**config.mk**
```make
export PLATFORM = sky130hd
export DESIGN_NAME = bcd_updown_counter_flat
export DESIGN_NICKNAME = d
export VERILOG_FILES = /design/src/rtl/bcd_updown_counter_pkg.sv /design/src/rtl/bcd_updown_counter_if.sv /design/src/rtl/bcd_updown_counter_seg7_decoder.sv /design/src/rtl/bcd_updown_counter.sv /design/src/flat_wrapper.sv
export SDC_FILE = /design/constraint.sdc
export NUM_CORES = 1
export LEC_CHECK = 0
export CORE_MARGIN = 2
export CORE_UTILIZATION = 40
export DETAILED_ROUTE_END_ITERATION = 7
export GPL_TIMING_DRIVEN = 0
export RECOVER_POWER = 100
export SLEW_MARGIN = 10
export SYNTH_ARGS = -nofsm -noshare
export SYNTH_HDL_FRONTEND = slang
export SYNTH_SLANG_ARGS = --single-unit
```
**constraint.sdc**
```tcl
create_clock -name clk -period 2.7 [get_ports clk]
set_clock_uncertainty 0.2 [all_clocks]
set_input_delay 0.27 -clock clk [delete_from_list [all_inputs] [get_ports clk]]
set_output_delay 0.27 -clock clk [all_outputs]
set_load 0.01 [all_outputs]
```
**src/rtl/bcd_updown_counter_pkg.sv**
```systemverilog
// rtl/bcd_updown_counter_pkg.sv - shared constants and types for the BCD up/down counter
// Contents: default count-step divider, the 4-bit BCD digit type, and the
// active-low {g,f,e,d,c,b,a} seven-segment patterns for digits 0..9 plus blank.
package counter_pkg;

    // clk cycles per count step: 1 Hz from a 50 MHz clock
    localparam int TICK_DIV_DEFAULT = 50_000_000;

    typedef logic [3:0] bcd_digit_t;

    localparam logic [6:0] SEG_0     = 7'b1000000;
    localparam logic [6:0] SEG_1     = 7'b1111001;
    localparam logic [6:0] SEG_2     = 7'b0100100;
    localparam logic [6:0] SEG_3     = 7'b0110000;
    localparam logic [6:0] SEG_4     = 7'b0011001;
    localparam logic [6:0] SEG_5     = 7'b0010010;
    localparam logic [6:0] SEG_6     = 7'b0000010;
    localparam logic [6:0] SEG_7     = 7'b1111000;
    localparam logic [6:0] SEG_8     = 7'b0000000;
    localparam logic [6:0] SEG_9     = 7'b0010000;
    localparam logic [6:0] SEG_BLANK = 7'b1111111;

endpackage

```
**src/rtl/bcd_updown_counter_if.sv**
```systemverilog
// rtl/bcd_updown_counter_if.sv - control and display bundle of the BCD up/down counter
// Signals:
//   up, pause          : direction / freeze requests from the key-control FSM
//   bcd                : four BCD digits, bcd[3] thousands .. bcd[0] units
//   tick               : one-cycle pulse in the cycle the count steps
//   hex0..hex3         : active-low segment patterns, hex0 = units digit
// master drives up/pause; slave is the counter itself.
interface bcd_updown_counter_if;
    import counter_pkg::*;

    logic             up;
    logic             pause;
    bcd_digit_t [3:0] bcd;
    logic             tick;
    logic [6:0]       hex0;
    logic [6:0]       hex1;
    logic [6:0]       hex2;
    logic [6:0]       hex3;

    modport master (
        output up, pause,
        input  bcd, tick, hex0, hex1, hex2, hex3
    );

    modport slave (
        input  up, pause,
        output bcd, tick, hex0, hex1, hex2, hex3
    );

endinterface

```
**src/rtl/bcd_updown_counter_seg7_decoder.sv**
```systemverilog
// rtl/bcd_updown_counter_seg7_decoder.sv - combinational BCD digit to seven-segment decoder
// Ports:
//   digit : 4-bit BCD digit in
//   seg   : active-low {g,f,e,d,c,b,a}; codes 10..15 blank the display
module seg7_decoder
    import counter_pkg::*;
(
    input  bcd_digit_t digit,
    output logic [6:0] seg
);

    always_comb begin
        seg = SEG_BLANK;
        case (digit)
            4'd0:    seg = SEG_0;
            4'd1:    seg = SEG_1;
            4'd2:    seg = SEG_2;
            4'd3:    seg = SEG_3;
            4'd4:    seg = SEG_4;
            4'd5:    seg = SEG_5;
            4'd6:    seg = SEG_6;
            4'd7:    seg = SEG_7;
            4'd8:    seg = SEG_8;
            4'd9:    seg = SEG_9;
            default: seg = SEG_BLANK;
        endcase
    end

endmodule

```
**src/rtl/bcd_updown_counter.sv**
```systemverilog
// rtl/bcd_updown_counter.sv - four-digit BCD up/down counter stepped by a prescaler
// Ports:
//   clk     : sole clock, rising edge
//   reset_n : asynchronous active-low reset (prescaler, count and tick cleared)
//   bus     : slave side of bcd_updown_counter_if (up, pause in; bcd, tick, hex0..hex3 out)
// Parameter TICK_DIV (>= 2): clk cycles per count step.
module bcd_updown_counter
    import counter_pkg::*;
#(
    parameter int TICK_DIV = TICK_DIV_DEFAULT
)
(
    input  logic                clk,
    input  logic                reset_n,
    bcd_updown_counter_if.slave bus
);

    localparam int            PW   = $clog2(TICK_DIV);
    localparam logic [PW-1:0] TERM = PW'(TICK_DIV - 1);

    logic [PW-1:0]    presc;
    logic             step_en;
    logic             chain;
    logic             tick_q;
    bcd_digit_t [3:0] cnt;
    bcd_digit_t [3:0] cnt_next;

    // Terminal prescaler value is the count enable; pause holds it at TERM so
    // the suppressed step fires on the first unpaused edge.
    assign step_en = !bus.pause && (presc == TERM);

    always_ff @(posedge clk or negedge reset_n) begin
        if (!reset_n) begin
            presc <= '0;
        end else if (!bus.pause) begin
            presc <= step_en ? '0 : presc + 1'b1;
        end
    end

    // Ripple the carry/borrow from the units digit upward; the chain stops at
    // the first digit that does not wrap, so 9999 <-> 0000 is a single step.
    always_comb begin
        cnt_next = cnt;
        chain    = 1'b1;
        for (int i = 0; i < 4; i++) begin
            if (chain) begin
                if (bus.up) begin
                    if (cnt[i] >= 4'd9) begin
                        cnt_next[i] = 4'd0;
                    end else begin
                        cnt_next[i] = cnt[i] + 4'd1;
                        chain       = 1'b0;
                    end
                end else begin
                    if (cnt[i] == 4'd0) begin
                        cnt_next[i] = 4'd9;
                    end else begin
                        cnt_next[i] = cnt[i] - 4'd1;
                        chain       = 1'b0;
                    end
                end
            end
        end
    end

    // tick is registered from the same enable that loads the count, so it is
    // high exactly in the cycle bcd first shows the new value.
    always_ff @(posedge clk or negedge reset_n) begin
        if (!reset_n) begin
            cnt    <= '0;
            tick_q <= 1'b0;
        end else begin
            tick_q <= step_en;
            if (step_en) begin
                cnt <= cnt_next;
            end
        end
    end

    assign bus.bcd  = cnt;
    assign bus.tick = tick_q;

    seg7_decoder u_seg0 (.digit(cnt[0]), .seg(bus.hex0));
    seg7_decoder u_seg1 (.digit(cnt[1]), .seg(bus.hex1));
    seg7_decoder u_seg2 (.digit(cnt[2]), .seg(bus.hex2));
    seg7_decoder u_seg3 (.digit(cnt[3]), .seg(bus.hex3));

endmodule

```
**src/flat_wrapper.sv**
```systemverilog
// flat-port wrapper written by rule: the top's interface ports become plain ports
module bcd_updown_counter_flat import counter_pkg::*;
#(
    parameter int TICK_DIV = TICK_DIV_DEFAULT
)
  (clk, reset_n, bus_up, bus_pause, bus_bcd, bus_tick, bus_hex0, bus_hex1, bus_hex2, bus_hex3);
  bcd_updown_counter_if bus_i ();
  input  logic clk;
  input  logic reset_n;
  input wire logic [$bits(bus_i.up)-1:0] bus_up;
  input wire logic [$bits(bus_i.pause)-1:0] bus_pause;
  output wire logic [$bits(bus_i.bcd)-1:0] bus_bcd;
  output wire logic [$bits(bus_i.tick)-1:0] bus_tick;
  output wire logic [$bits(bus_i.hex0)-1:0] bus_hex0;
  output wire logic [$bits(bus_i.hex1)-1:0] bus_hex1;
  output wire logic [$bits(bus_i.hex2)-1:0] bus_hex2;
  output wire logic [$bits(bus_i.hex3)-1:0] bus_hex3;
  assign bus_i.up = bus_up;
  assign bus_i.pause = bus_pause;
  assign bus_bcd = bus_i.bcd;
  assign bus_tick = bus_i.tick;
  assign bus_hex0 = bus_i.hex0;
  assign bus_hex1 = bus_i.hex1;
  assign bus_hex2 = bus_i.hex2;
  assign bus_hex3 = bus_i.hex3;
  bcd_updown_counter #(.TICK_DIV(TICK_DIV)) u_core (.clk(clk), .reset_n(reset_n), .bus(bus_i));
endmodule
```
==> results.json, run 1 <==
{
  "cts_buffers": 5,
  "first_pass_iters": 4,
  "area_growth_syn_to_layout_pct": 26.4,
  "synth_area_sq_um": 3270,
  "critPathKind": "reg -> reg",
  "rows": 32,
  "whs_endpoint": "u_core.presc[6]",
  "synth.avg_cell_area_sq_um": 8.00,
  "drc_errors": 0,
  "hold_path.class": "reg -> reg",
  "r2r_end": "u_core.bus.bcd[13]",
  "clk_pin_slew_worst_paths_ps": 80,
  "core_area_sq_um": 7810,
  "vias_per_cell": 5.39,
  "slew-limit-headroom_pct": 23.7,
  "port_buffers": 48,
  "dpl_cell_area_sq_um": 3890,
  "die-height_um": 94.4,
  "design.die.area_sq_um": 8900,
  "worstPathRequired_ps": 2680,
  "netlist_instances": 408,
  "synth.most_common_cell": "nor2_1",
  "n_antenna_cell": 0,
  "drive_above_1_share_pct": 12.3,
  "status": "complete, no violations",
  "ys_ff_latch": 43,
  "place_congestion": 0.819,
  "n_fill_cell": 777,
  "cts_tree": "done",
  "swShare_pct": 24.1,
  "fin_crit_ps": 2610,
  "clock_path_buffers": 2,
  "cts_root_buf": "clkbuf_8",
  "crit_path_end_kind": "flip-flop",
  "crit_start": "u_core.bus.bcd[4]",
  "path_max_fanout": 8,
  "synthTopCellsByCount": "51 x nor2_1, 43 x dfrtp_1, 38 x a21oi_1",
  "p_int_uw": 1020,
  "start_util_pct": 41.8,
  "grt_pass1_wl_mm": 13.2,
  "ys.warnings.count": 0,
  "p_leak_uw": 0.00181,
  "finalCritPeriodShare_pct": 96.7,
  "grt_setup_unrepaired": "no",
  "synthArstFlopShare_pct": 100,
  "numClockSinks": 43,
  "worstReg2RegStart": "u_core.bus.bcd[4]",
  "vias": 3100,
  "synth_sequential_area_ratio_pct": 33.0,
  "synth.largest_area_cell": "dfrtp_1",
  "synth_top_area_share_pct": 33.0,
  "comb_power_share_pct": 7.7,
  "ys_types": 54,
  "dp_hpwl_mm": 5.74,
  "nets": 501,
  "setup_viol": 0,
  "grt_overflow": 0,
  "total_power_uw": 1350,
  "crit_path_start_kind": "flip-flop",
  "htreeDepth": 2,
  "dr.first_iter.drc_count": 82,
  "fmax_mhz": 383,
  "worstMarginPinSlew_ps": 1140,
  "design_area_sq_um": 4130,
  "synthesis.nets": 437,
  "rrSetupSlack_ps": 90,
  "p_seq_share_pct": 53.3,
  "synth_area_leaders": "dfrtp_1 33%, ha_1 9.6%, nor2_1 5.9%",
  "rr_worst_depth": 8,
  "ys.flop_type": "dfrtp_1",
  "hold_depth": 1,
  "clkLatencyLatePin_ps": 300,
  "grt_pass1_vias": 2833,
  "switchingPower_uw": 324,
  "routedWlPerCell_um": 13.8,
  "worstPathArrival_ps": 2590,
  "num_io_pins": 49,
  "maxSlewViolCount": 0,
  "grt_max_degree": 24,
  "powerDensity_nw_per_um2": 327,
  "hp-start": "u_core.presc[6]",
  "ir_drop_v": 0.000327,
  "hold_viol_final": 0,
  "grtUsageTotal_pct": 18.3,
  "antenna_found_initial": 0,
  "ant_nets": 0,
  "routed_wl_mm": 7.91,
  "synth-edff-count": 0,
  "die_x_um": 94.4,
  "maxCapViolCount": 0,
  "power.share.clock_pct": 39.0
}
-- worst max path at each step --
stage,to,cells after the start,slack (ps)
6_report,u_core.bus.bcd[13],8,90
5_1_grt,u_core.bus.bcd[9],7,7
4_1_cts,u_core.bus.bcd[13],8,3
3_5_place_dp,u_core.bus.bcd[13],8,-170
3_3_place_gp,u_core.bus.bcd[13],8,-160
2_1_floorplan,u_core.bus.bcd[13],8,150
-- metal layers --
layer  vias up  GRT usage, %  routed length (um)
li1       1564             -                   -
met1      1475          25.2                3920
met2        55          30.0                3650
met3         6          2.87                 255
met4         0          5.43                  80
met5         -             0                   0
-- state kept, by name, summed over array words and instances, names as in the netlist --
signal,cells
u_core.presc,26
u_core.bus.bcd,16
u_core.bus.tick,1
-- final cells by class --
cell class                      count  area, sq um  area share, %
Sequential cell                    43         1080           26.2
Multi-Input combinational cell    318         2050           49.6
Clock buffer                        6         82.6           2.00
Clock inverter                      2         35.0          0.849
Buffer                             19         93.8           2.27
Timing Repair Buffer               58          553           13.4
Inverter                           27          106           2.58
Tap cell                          102          128           3.09
-- critical path: stages, from the launching register on --
cell      delay, ps
dfrtp_1         380
clkbuf_4        180
inv_4            90
ha_4            160
or3b_2          470
o22ai_2         170
nand4_1         200
or2_4           330
mux2_4          300
-- metrics by stage --
step	std cells	hold WS [ps]	setup WS [ps]	setup TNS [ps]	util, %
finish	575	285	89.3	0	52.9
global route	575	301	6.80	0	52.9
CTS	568	275	3.25	0	51.8
detailed placement	559	76.8	-165	-754	49.8
global placement	558	261	-160	-4740	49.6
floorplan	408	-226	146	0	-
-- power by group through the flow --
stage               clock network, uW  logic (uW)  registers [uW]
global route                      570         121             726
CTS                               549         108             720
finish                            525         104             719
global placement                    0         103             732
floorplan                           0        71.0             724
detailed placement                  0         106             733
-- placed cells by master (no fill, tap or decap), types with 3 or more instances in the layout --
cell type	n
clkbuf_4	3
o22ai_1	5
nor2_1	51
inv_1	22
a21oi_1	37
o211ai_1	5
clkdlybuf4s50_1	14
clkbuf_8	6
dfrtp_2	4
or2_2	6
inv_2	3
mux2i_1	3
ha_1	23
a31oi_1	10
xor2_1	9
dfrtp_1	39
clkbuf_1	12
nor3_1	9
nand4_1	12
o21ai_0	34
or3b_2	5
dlygate4sd3_1	31
xnor2_1	16
nand3_1	7
buf_4	8
nor3b_1	4
and3_1	4
clkbuf_2	4
nand2_1	36
-- timing repair --
action	CTS	global route
pin swaps	1	2
resized for setup	17	17
hold buffers	1	0
setup buffers	0	8
endpoints found under the hold margin	20	0
setup endpoints to repair	21	17
-- cell families after synthesis --
family                     count (synthesis)  synth area share, %
muxes                                      5                 1.72
xor gates and xnor gates                  25                 6.70
DFF                                       43                 33.0
AOI/OAI and AO/OA                        109                 19.3
buffers and inverters                     47                 5.48
and+or+nand+nor                          154                 24.3
adders and majority gates                 25                 9.58
Note: power is estimated with default switching activity, not from simulation.
==> inputs of run 2 (changes only) <==
--- a/config.mk
+++ b/config.mk
@@ -5,6 +5,7 @@
 export SDC_FILE = /design/constraint.sdc
 export NUM_CORES = 1
 export LEC_CHECK = 0
+export CAP_MARGIN = 10
 export CORE_MARGIN = 2
 export CORE_UTILIZATION = 40
 export DETAILED_ROUTE_END_ITERATION = 7
==> results of run 2 <==
The final DEF is identical to that of run 1; final timing and power are the same.
==> variant (config.mk and constraints of run 2) <==
Change the package constant `TICK_DIV_DEFAULT` from 50_000_000 to 100_000_000.
--- a/src/rtl/bcd_updown_counter_pkg.sv
+++ b/src/rtl/bcd_updown_counter_pkg.sv
@@ -6,3 +6,3 @@
     // clk cycles per count step: 1 Hz from a 50 MHz clock
-    localparam int TICK_DIV_DEFAULT = 50_000_000;
+    localparam int TICK_DIV_DEFAULT = 100_000_000;
 
Function: same outputs for any inputs over 10 cycles, from zero or initial values and one cycle with reset_n low; that may be too few to reach the edited logic, so the function may still have changed.
==> variant against run 2 <==
Total power decreased by 5.4%; worst hold slack improved by 0.019 ns; setup slack better by 0.013 ns; global-route usage grew 0.21 points; wire length grew 2.8%; final area up 1.1%; maximum frequency grew 0.50%; core utilization down 1.8 points; cell count grew 1.6%; synthesized area up 3.0%; die area is 2.9% higher; sequential cell count increased by 1; synthesized cell count grew 0.98%.
==> variant: results (changes against run 2) <==
via count: 3170 (was 3100)
CP max stage cell: clkdlybuf4s50_1 (was or3b_2)
Slew headroom: 48.8% (was 23.7%)
CP delay by family, top: buffers and inverters (was simple AND/OR/NAND/NOR gates)
drt initial violations: 142 (was 82)
max FFs per register: 27 (was 26)
largest net degree at the start of global routing: 32 (was 24)
placed cells: 565 (was 559)
number of port buffers: 47 (was 48)
Hold EP: u_core.bus.bcd[0] (was u_core.presc[6])
fill count: 788 (was 777)
syn_area_per_cell: 8.17 µm² (was 8.00 µm²)
wire length of the first global-routing pass: 13.8 mm (was 13.2 mm)
#FFs+latches synth: 44 (was 43)
Mapped Nets: 441 (was 437)
status: finished, final reports clean (unchanged)
HP Class: in -> reg (was reg -> reg)
FF-to-FF path depth: 7 (was 8)
Post-synth top cells: nor2_1, dfrtp_1, o21ai_0 (was nor2_1, dfrtp_1, a21oi_1)
Tot GR Track Use: 18.5% (was 18.3%)
# nets final: 507 (was 501)
Synth cell types: 55 (was 54)
arrival time at the worst endpoint: 2.13 ns (was 2.59 ns)
WHS Path Cells: 4 (was 1)
CP Launch Point: u_core.bus.bcd[13] (was u_core.bus.bcd[4])
top cells by area, synth: dfrtp_1, ha_1, o21ai_0, nor2_1, xnor2_1 (was dfrtp_1, ha_1, nor2_1, a21oi_1, o21ai_0)
layout cells sized above 1: 11.9% (was 12.3%)
R2R Path Start: u_core.bus.bcd[1] (was u_core.bus.bcd[4])
Max VDD drop: 0.264 mV (was 0.327 mV)
variant: layer usage:
layer | vias up | track usage (%) | part of all wire (%)
met2 | 64 | 31.3 | 47
met5 | - | 0 | 0
met4 | 0 | 3.21 | 0.73
met3 | 7 | 2.51 | 3.7
met1 | 1499 | 25.8 | 49
li1 | 1600 | - | -
variant: layout make-up:
cell class	instances	area share, %
Multi-Input combinational cell	327	50.6
Sequential cell	44	26.6
Clock buffer	8	2.16
Timing Repair Buffer	60	13.5
Tap cell	105	3.15
Inverter	24	2.28
Buffer	16	1.68
variant: tightest hold or removal path, delay by kind of cell:
family                 cells  cell delay (ns)
AO/OA/AOI/OAI              1             0.14
AND/OR/NAND/NOR            2             0.15
buffers and inverters      1             0.21
variant: logic make-up after synthesis:
| group | after synthesis | share of synthesized area (%) |
|---|---|---|
| AND/OR/NAND/NOR | 164 | 26.3 |
| AO/OA/AOI/OAI | 106 | 18.1 |
| flip-flops | 44 | 32.7 |
| buffers and inverters | 41 | 4.72 |
| XOR/XNOR | 27 | 7.03 |
| adder cells (fa/ha/maj) | 25 | 9.30 |
| multiplexers | 5 | 1.86 |
variant: how the worst max path moves through the flow:
stage                                    end  depth (start not counted)
after floorplan           u_core.bus.bcd[12]                          7
after detailed placement  u_core.bus.bcd[13]                          7
after global routing             bus_hex1[3]                          5
final                            bus_hex3[3]                          6
after CTS                 u_core.bus.bcd[13]                          7
after global placement     u_core.bus.bcd[9]                          1
variant: through the flow:
step	setup TNS, ns	util (%)	setup slack, ns	area [µm²]
6_report	0	51.0	0.102	4170
5_1_grt	-0.00120	51.0	-0.00120	4170
4_1_cts	0	50.0	0.00383	4090
3_5_place_dp	0	48.7	0.00918	3980
3_3_place_gp	-4.47	48.5	-0.105	3970
2_1_floorplan	0	-	0.197	3360
variant: what timing repair did:
action                                  CTS  global route
hold buffers                              1             0
hold endpoints to repair                 17             0
gates resized for setup                   7            13
endpoints found under the setup margin   14            18
buffers inserted                          0            11
variant: power by group through the flow:
stage	registers, mW	logic [mW]	clock network [mW]
floorplan	0.744	0.0774	0
global placement	0.754	0.109	0
detailed placement	0.754	0.114	0
CTS	0.741	0.115	0.441
global route	0.749	0.126	0.464
finish	0.743	0.110	0.423
